<file path="src/rtl/scan_bist_pkg.sv">
// Shared constants and types for the scan BIST controller and its LFSR/MISR shifter.
package scan_bist_pkg;

  localparam int          LFSR_W       = 16;
  localparam int          FIFO_DW      = 10;
  localparam logic [15:0] DEFAULT_SEED = 16'hACE1;

  localparam int TAP_A = 15;
  localparam int TAP_B = 13;
  localparam int TAP_C = 12;
  localparam int TAP_D = 10;

  typedef enum logic [2:0] {
    ST_IDLE    = 3'd0,
    ST_SHIFT   = 3'd1,
    ST_CAPTURE = 3'd2,
    ST_UNLOAD  = 3'd3,
    ST_DONE    = 3'd4
  } state_e;

  function automatic logic lfsr_fb(input logic [LFSR_W-1:0] v);
    return v[TAP_A] ^ v[TAP_B] ^ v[TAP_C] ^ v[TAP_D];
  endfunction

endpackage

</file>
<file path="src/rtl/scan_lfsr16.sv">
// 16-bit feedback shifter used both as pattern LFSR and as signature MISR.
module scan_lfsr16
  import scan_bist_pkg::*;
(
  input  logic              clk,
  input  logic              rst,
  input  logic              en,
  input  logic              load,
  input  logic [LFSR_W-1:0] load_val,
  input  logic              ser_in,
  output logic [LFSR_W-1:0] q
);

  logic [LFSR_W-1:0] q_q, q_d;

  always_comb begin
    q_d = q_q;
    if (load) begin
      q_d = load_val;
    end else if (en) begin
      q_d = {q_q[LFSR_W-2:0], lfsr_fb(q_q) ^ ser_in};
    end
  end

  always_ff @(posedge clk) begin
    if (rst) begin
      q_q <= '0;
    end else begin
      q_q <= q_d;
    end
  end

  assign q = q_q;

endmodule

</file>
<file path="src/rtl/scan_bist_ctrl.sv">
// Scan BIST sequencer: LFSR patterns into the FIFO scan chain, MISR compaction of scan-out.
//   state   | meaning
//   IDLE    | waiting for start, FIFO in functional mode
//   SHIFT   | loading CHAIN_LEN LFSR bits (and unloading the previous response)
//   CAPTURE | one functional clock driven from the LFSR
//   UNLOAD  | flushing the last response into the MISR
//   DONE    | signature compared, pass/done held until next start
module scan_bist_ctrl
  import scan_bist_pkg::*;
#(
  parameter int          CHAIN_LEN    = 32,
  parameter int          NUM_PATTERNS = 16,
  parameter logic [15:0] SEED         = DEFAULT_SEED
) (
  input  logic               clk,
  input  logic               rst,
  input  logic               start,
  input  logic [LFSR_W-1:0]  golden,
  output logic               busy,
  output logic               done,
  output logic               pass,
  output logic [LFSR_W-1:0]  signature,
  output logic               TM,
  output logic               SI,
  input  logic               SO,
  output logic               fifo_read,
  output logic               fifo_write,
  output logic [FIFO_DW-1:0] fifo_d_in
);

  localparam int SCW = $clog2(CHAIN_LEN) + 1;
  localparam int PCW = $clog2(NUM_PATTERNS) + 1;

  state_e         state_q, state_d;
  logic [SCW-1:0] shift_cnt_q, shift_cnt_d;
  logic [PCW-1:0] pat_cnt_q, pat_cnt_d;
  logic           first_pass_q, first_pass_d;
  logic           done_q, done_d;
  logic           pass_q, pass_d;

  logic              lfsr_en, lfsr_ld, misr_en, misr_ld;
  logic [LFSR_W-1:0] lfsr, misr, misr_step;
  logic              lfsr_unused;

  // First SHIFT pass flushes unknown power-on chain contents, so it is kept out of the MISR.
  assign misr_step   = {misr[LFSR_W-2:0], lfsr_fb(misr) ^ SO};
  assign lfsr_unused = ^lfsr[14:12];

  always_comb begin
    state_d      = state_q;
    shift_cnt_d  = shift_cnt_q;
    pat_cnt_d    = pat_cnt_q;
    first_pass_d = first_pass_q;
    done_d       = done_q;
    pass_d       = pass_q;
    lfsr_en      = 1'b0;
    lfsr_ld      = 1'b0;
    misr_en      = 1'b0;
    misr_ld      = 1'b0;
    case (state_q)
      ST_IDLE, ST_DONE: begin
        if (start) begin
          state_d      = ST_SHIFT;
          lfsr_ld      = 1'b1;
          misr_ld      = 1'b1;
          shift_cnt_d  = '0;
          pat_cnt_d    = '0;
          first_pass_d = 1'b1;
          done_d       = 1'b0;
          pass_d       = 1'b0;
        end
      end
      ST_SHIFT: begin
        lfsr_en = 1'b1;
        misr_en = ~first_pass_q;
        if (shift_cnt_q == SCW'(CHAIN_LEN - 1)) begin
          shift_cnt_d = '0;
          state_d     = ST_CAPTURE;
        end else begin
          shift_cnt_d = shift_cnt_q + 1'b1;
        end
      end
      ST_CAPTURE: begin
        pat_cnt_d    = pat_cnt_q + 1'b1;
        first_pass_d = 1'b0;
        state_d      = (pat_cnt_q == PCW'(NUM_PATTERNS - 1)) ? ST_UNLOAD : ST_SHIFT;
      end
      ST_UNLOAD: begin
        misr_en = 1'b1;
        if (shift_cnt_q == SCW'(CHAIN_LEN - 1)) begin
          shift_cnt_d = '0;
          state_d     = ST_DONE;
          done_d      = 1'b1;
          pass_d      = (misr_step == golden);
        end else begin
          shift_cnt_d = shift_cnt_q + 1'b1;
        end
      end
      default: state_d = ST_IDLE;
    endcase
  end

  always_ff @(posedge clk) begin
    if (rst) begin
      state_q      <= ST_IDLE;
      shift_cnt_q  <= '0;
      pat_cnt_q    <= '0;
      first_pass_q <= 1'b0;
      done_q       <= 1'b0;
      pass_q       <= 1'b0;
    end else begin
      state_q      <= state_d;
      shift_cnt_q  <= shift_cnt_d;
      pat_cnt_q    <= pat_cnt_d;
      first_pass_q <= first_pass_d;
      done_q       <= done_d;
      pass_q       <= pass_d;
    end
  end

  scan_lfsr16 u_lfsr (
    .clk      (clk),
    .rst      (rst),
    .en       (lfsr_en),
    .load     (lfsr_ld),
    .load_val (SEED),
    .ser_in   (1'b0),
    .q        (lfsr)
  );

  scan_lfsr16 u_misr (
    .clk      (clk),
    .rst      (rst),
    .en       (misr_en),
    .load     (misr_ld),
    .load_val ('0),
    .ser_in   (SO),
    .q        (misr)
  );

  assign busy       = (state_q == ST_SHIFT) || (state_q == ST_CAPTURE) || (state_q == ST_UNLOAD);
  assign done       = done_q;
  assign pass       = pass_q;
  assign signature  = misr;
  assign TM         = (state_q == ST_SHIFT) || (state_q == ST_UNLOAD);
  assign SI         = (state_q == ST_SHIFT) & lfsr[15];
  assign fifo_d_in  = (state_q == ST_CAPTURE) ? lfsr[FIFO_DW-1:0] : '0;
  assign fifo_write = (state_q == ST_CAPTURE) & lfsr[10];
  assign fifo_read  = (state_q == ST_CAPTURE) & lfsr[11];

endmodule

</file>
<file path="config.mk">
export PLATFORM = sky130hd
export DESIGN_NAME = scan_bist_ctrl
export DESIGN_NICKNAME = d
export VERILOG_FILES = /design/src/rtl/scan_bist_pkg.sv /design/src/rtl/scan_lfsr16.sv /design/src/rtl/scan_bist_ctrl.sv
export SDC_FILE = /design/constraint.sdc
export NUM_CORES = 1
export LEC_CHECK = 0
export ABC_CLOCK_PERIOD_IN_PS = 3530
export CORE_UTILIZATION = 54
export CTS_BUF_LIST = sky130_fd_sc_hd__clkbuf_16
export DETAILED_ROUTE_END_ITERATION = 7
export GPL_TIMING_DRIVEN = 0
export PLACE_DENSITY = 0.86
export SYNTH_ARGS = -nofsm -noshare
export SYNTH_HDL_FRONTEND = slang
export SYNTH_SLANG_ARGS = --single-unit
</file>
<file path="constraint.sdc">
create_clock -name clk -period 3.53 [get_ports clk]
set_clock_uncertainty 0.15 [all_clocks]
set_input_delay 1.059 -clock clk [delete_from_list [all_inputs] [get_ports clk]]
set_output_delay 1.059 -clock clk [all_outputs]
set_load 0.02 [all_outputs]
</file>
==> run summary <==
The logs give 1906 for the via count of the first global-routing pass and 5.37 mm for the total detailed-routing wirelength. The worst register-to-register path has a depth of 6. The flop-to-flop setup slack is 1.59 ns. For the pin with the worst max-slew slack, the measured transition is 0.629 ns.

For the pin count of the biggest net entering global routing, the log shows 16. The tools report the number of hold-slack violations in the final timing report as 0. In this run the post-CTS setup repair buffer count came out at 0.

Compared with the post-synthesis result, the final layout area differs by 30.7%. Of all nets on the critical path, the largest fanout is 10. In the final timing run, aggregate negative setup slack is 0 ns. In this run the remaining antenna-violating nets after routing total 0. Dividing the detail-routed wire length by the instance count gives 14.0 microns. The switching power summed over all nets was 289 uW. Measured against its own limit, the worst slew margin works out to 58.0%.

Post-synthesis async set-or-reset flop share: 0%. STA classifies the critical path endpoint as an output pin. In the synthesized netlist, the cells that appear most often are sky130_fd_sc_hd__dfxtp_1 (49), sky130_fd_sc_hd__nor2_1 (41), sky130_fd_sc_hd__nand2_1 (25), sky130_fd_sc_hd__a21oi_1 (21), sky130_fd_sc_hd__buf_4 (18).

Among all flip-flop cells after synthesis, the most frequent one is sky130_fd_sc_hd__dfxtp_1. Routed signal wires occupy layers up through met4. Number of buffers added on ports: 51. Number of top-level pins: 53. Power spread over the standard cell area amounts to 379 mW/mm^2. The largest single stage delay on the critical path is 0.61 ns. The run gives 4 as the length of the first detailed-routing pass in iterations. The met1 layer wirelength in the final routing was 2.33 mm. The post-synthesis instance area is 0.00239 sq mm, and the final weighted congestion of routability-driven global placement is 0.908. For this run, the total global-route usage over all layers was measured as 24.6%. TritonCTS built the clock tree. Combinational logic is responsible for 11.8% of the overall power. The total overflow left after global routing is 0.

The run gives 273 as the synthesized instance count. The number of flip-flops and latches in the synthesized netlist works out to 49. Detailed routing placed a total of 324 microns of wire on met3. The design internal power was 894 uW; the area of the die was 0.00469 sq mm. The first global-routing pass estimated 8.44 mm of wire. The run gives 41.1% as the part of the Yosys area used for sequential elements. Once detailed placement completed, the half-perimeter wirelength came to 3.77 mm. After synthesis, the mean cell area works out to 8.74 sq um. Arrival time reported for the critical path endpoint: 2.17 ns. The starting density of the core came out at 58.0%. The run gives 0 as the total setup violations reported at the end of the flow. The switching share of power came out at 24.4%.

The signal on the critical path passes through nand2b_2 > nor2_1 > clkbuf_2 > and2_1 > clkdlybuf4s50_1. Setup repair after global routing left no endpoint under its margin. The Yosys step of the flow raised 0 warnings. The cell sitting at the root of the clock tree is a sky130_fd_sc_hd__clkbuf_16. The final period demand of the worst path is 3.38 ns, and the net total in the final layout is 354. Across the run, the number of max-cap violations was 0.

For this design the static power due to leakage is 0.00131 uW. The count of distinct cell types in the synthesized netlist was 38; the core area was 0.00412 sq mm. Cells fill 75.8% of the core in the end.

The relative contribution of sequential cells to total power came out at 49.4%. The routed length on met2 is 2.62 mm, and the vertical extent of the die is 68.5 microns. The critical register-to-register path endpoint is u_misr.q[11]. The worst path uses 95.8% of the clock period. The total DRC errors in the routed layout came out at 0.

Hold repair after CTS inserted 0 buffers. Counting every net in the synthesized netlist gives 296. The tightest min-delay check is of the flop to flop type. Highest-delay cell along the critical path: sky130_fd_sc_hd__clkdlybuf4s50_1.

The initial antenna violation count was 0; the clock share of power was 38.9%. For the via count, the log shows 2082. Cell with the most instances after synthesis: sky130_fd_sc_hd__dfxtp_1.

No sink is reached through more buffers than the 2 on the longest clock path. The first routing iteration left 153 violations. The placed instance area was 0.00296 sq mm; the latest clock arrival within the worst-skew pair was 0.29 ns. Measured along the x axis, the die boundary spans 68.5 microns. The run gives 0 as the final number of max-transition violations. The fraction of layout instances using a drive strength above 1 was 12.7%. In this run the most critical hold path is launched from done. The flow ran to the end, and the final reports show no timing, DRC or antenna violations. Total inserted antenna cells: 0. In the post-synthesis netlist, the biggest area contributors are sky130_fd_sc_hd__dfxtp_1 (41%), sky130_fd_sc_hd__mux2i_1 (6.7%), sky130_fd_sc_hd__nor2_1 (6.4%), sky130_fd_sc_hd__xor2_1 (5.9%), sky130_fd_sc_hd__buf_4 (5.7%).

Counting every sink on the clock net gives 49. The worst-case IR drop observed on VDD is 0.291 mV. Clock-pin slew was measured on the worst setup and hold paths at 0.06 ns. The post-route standard cell area excluding fillers was 0.00312 sq mm. The cell row count was 23. The category of the critical setup timing path was flop to output pin. Using the TritonRoute via totals, the vias-per-cell ratio works out to 5.45. Most area-hungry cell type in the Yosys netlist: sky130_fd_sc_hd__dfxtp_1.

The share of the synthesized area in the top cell type works out to 41.1%. In this run the critical register-to-register path is launched from state_q[2]. Clock tree synthesis inserted a total of 5 buffers. Timing would allow up to 0.296 GHz. The path with the worst hold slack has its endpoint at done.

The worst setup path is launched from a flop. The count of H-tree levels built during CTS is 2. STA puts the critical path data required time at 2.32 ns. In this run, synthesis inferred 0 flip-flops with an integrated enable.

The number of cells traversed by the worst hold path is 2.
stage by stage:
stage          total power, uW  setup slack (ns)  std cells  hold WS, ns
6_report                  1180             0.149        382        0.315
5_1_grt                   1230            0.0160        382        0.341
4_1_cts                   1190           0.00535        382        0.316
3_5_place_dp               732            0.0656        374        0.307
3_3_place_gp               727            0.0572        374        0.299
2_1_floorplan              680             0.901        273        0.279
how the worst max path moves through the flow:
stage | from | end | slack (ns) | depth (start not counted)
after floorplan | state_q[1] | fifo_d_in[0] | 0.90 | 4
after global placement | state_q[1] | fifo_d_in[0] | 0.06 | 5
after detailed placement | state_q[1] | fifo_d_in[8] | 0.07 | 5
after CTS | state_q[1] | fifo_d_in[8] | 0.005 | 5
after global routing | state_q[1] | fifo_d_in[5] | 0.02 | 5
final | state_q[2] | SI | 0.15 | 5
flip-flops by register name (all words and copies together) (netlist names):
signal	flops
u_misr.q	16
done	1
state_q	3
pass	1
shift_cnt_q	6
u_lfsr.q	16
first_pass_q	1
pat_cnt_q	5
final cells by class:
type	count	area [sq um]
inverters	4	15.0
clock inverters	3	18.8
plain buffers	28	189
well taps	50	62.6
clock buffers	5	125
repair buffers	51	510
fillers	309	997
multi-input cells	192	1210
flip-flops and latches	49	982
kinds of logic (layout without fill, tap and decap cells):
group	after synthesis	count (layout)	share of synthesized area, %
and+or+nand+nor	109	109	22.0
DFF	49	49	41.1
AOI/OAI and AO/OA	40	40	9.65
buffers and inverters	32	91	8.44
xor gates and xnor gates	22	22	9.54
muxes	18	18	7.66
adders and majority gates	3	3	1.57
timing repair:
| action | 4_1_cts | 5_1_grt |
|---|---|---|
| endpoints found under the hold margin | 0 | 0 |
| resized for setup | 1 | 6 |
| setup endpoints to repair | 10 | 11 |
cells in the final DEF, fill, tap and decap left out, types with 3 or more instances in the layout:
cell type                          n
sky130_fd_sc_hd__buf_2             3
sky130_fd_sc_hd__o22ai_1           6
sky130_fd_sc_hd__a21oi_1          21
sky130_fd_sc_hd__and2_1           13
sky130_fd_sc_hd__dfxtp_1          48
sky130_fd_sc_hd__buf_4            18
sky130_fd_sc_hd__clkdlybuf4s50_1  51
sky130_fd_sc_hd__xor2_1           16
sky130_fd_sc_hd__xnor2_1           3
sky130_fd_sc_hd__nor2_1           41
sky130_fd_sc_hd__nand4_1           3
sky130_fd_sc_hd__clkbuf_1          4
sky130_fd_sc_hd__inv_1             4
sky130_fd_sc_hd__or3b_2            3
sky130_fd_sc_hd__nor3_1            3
sky130_fd_sc_hd__nand3_1           5
sky130_fd_sc_hd__clkbuf_16         5
sky130_fd_sc_hd__mux2i_1          16
sky130_fd_sc_hd__nor4_1            4
sky130_fd_sc_hd__ha_1              3
sky130_fd_sc_hd__nand2_1          25
sky130_fd_sc_hd__nand3b_1          3
sky130_fd_sc_hd__o21ai_0           4
power groups by stage:
stage	Sequential, uW	Combinational (uW)	Clock [uW]
detailed placement	595	137	0
global placement	594	133	0
global route	586	151	494
finish	584	139	460
floorplan	591	89.7	0
CTS	583	138	467
critical path: cells and delay by family, from the launching register on:
family                 cells  cell delay (ns)
buffers and inverters      2             0.85
DFF                        1             0.40
and+or+nand+nor            3             0.63
per-layer routing:
| metal | vias to the layer above | global-route usage, % |
|---|---|---|
| met3 | 9 | 6.50 |
| met2 | 67 | 41.1 |
| met1 | 979 | 29.7 |
| met4 | 0 | 9.90 |
| li1 | 1027 | - |
| met5 | - | 0 |
Note: power is estimated with default switching activity, not from simulation.
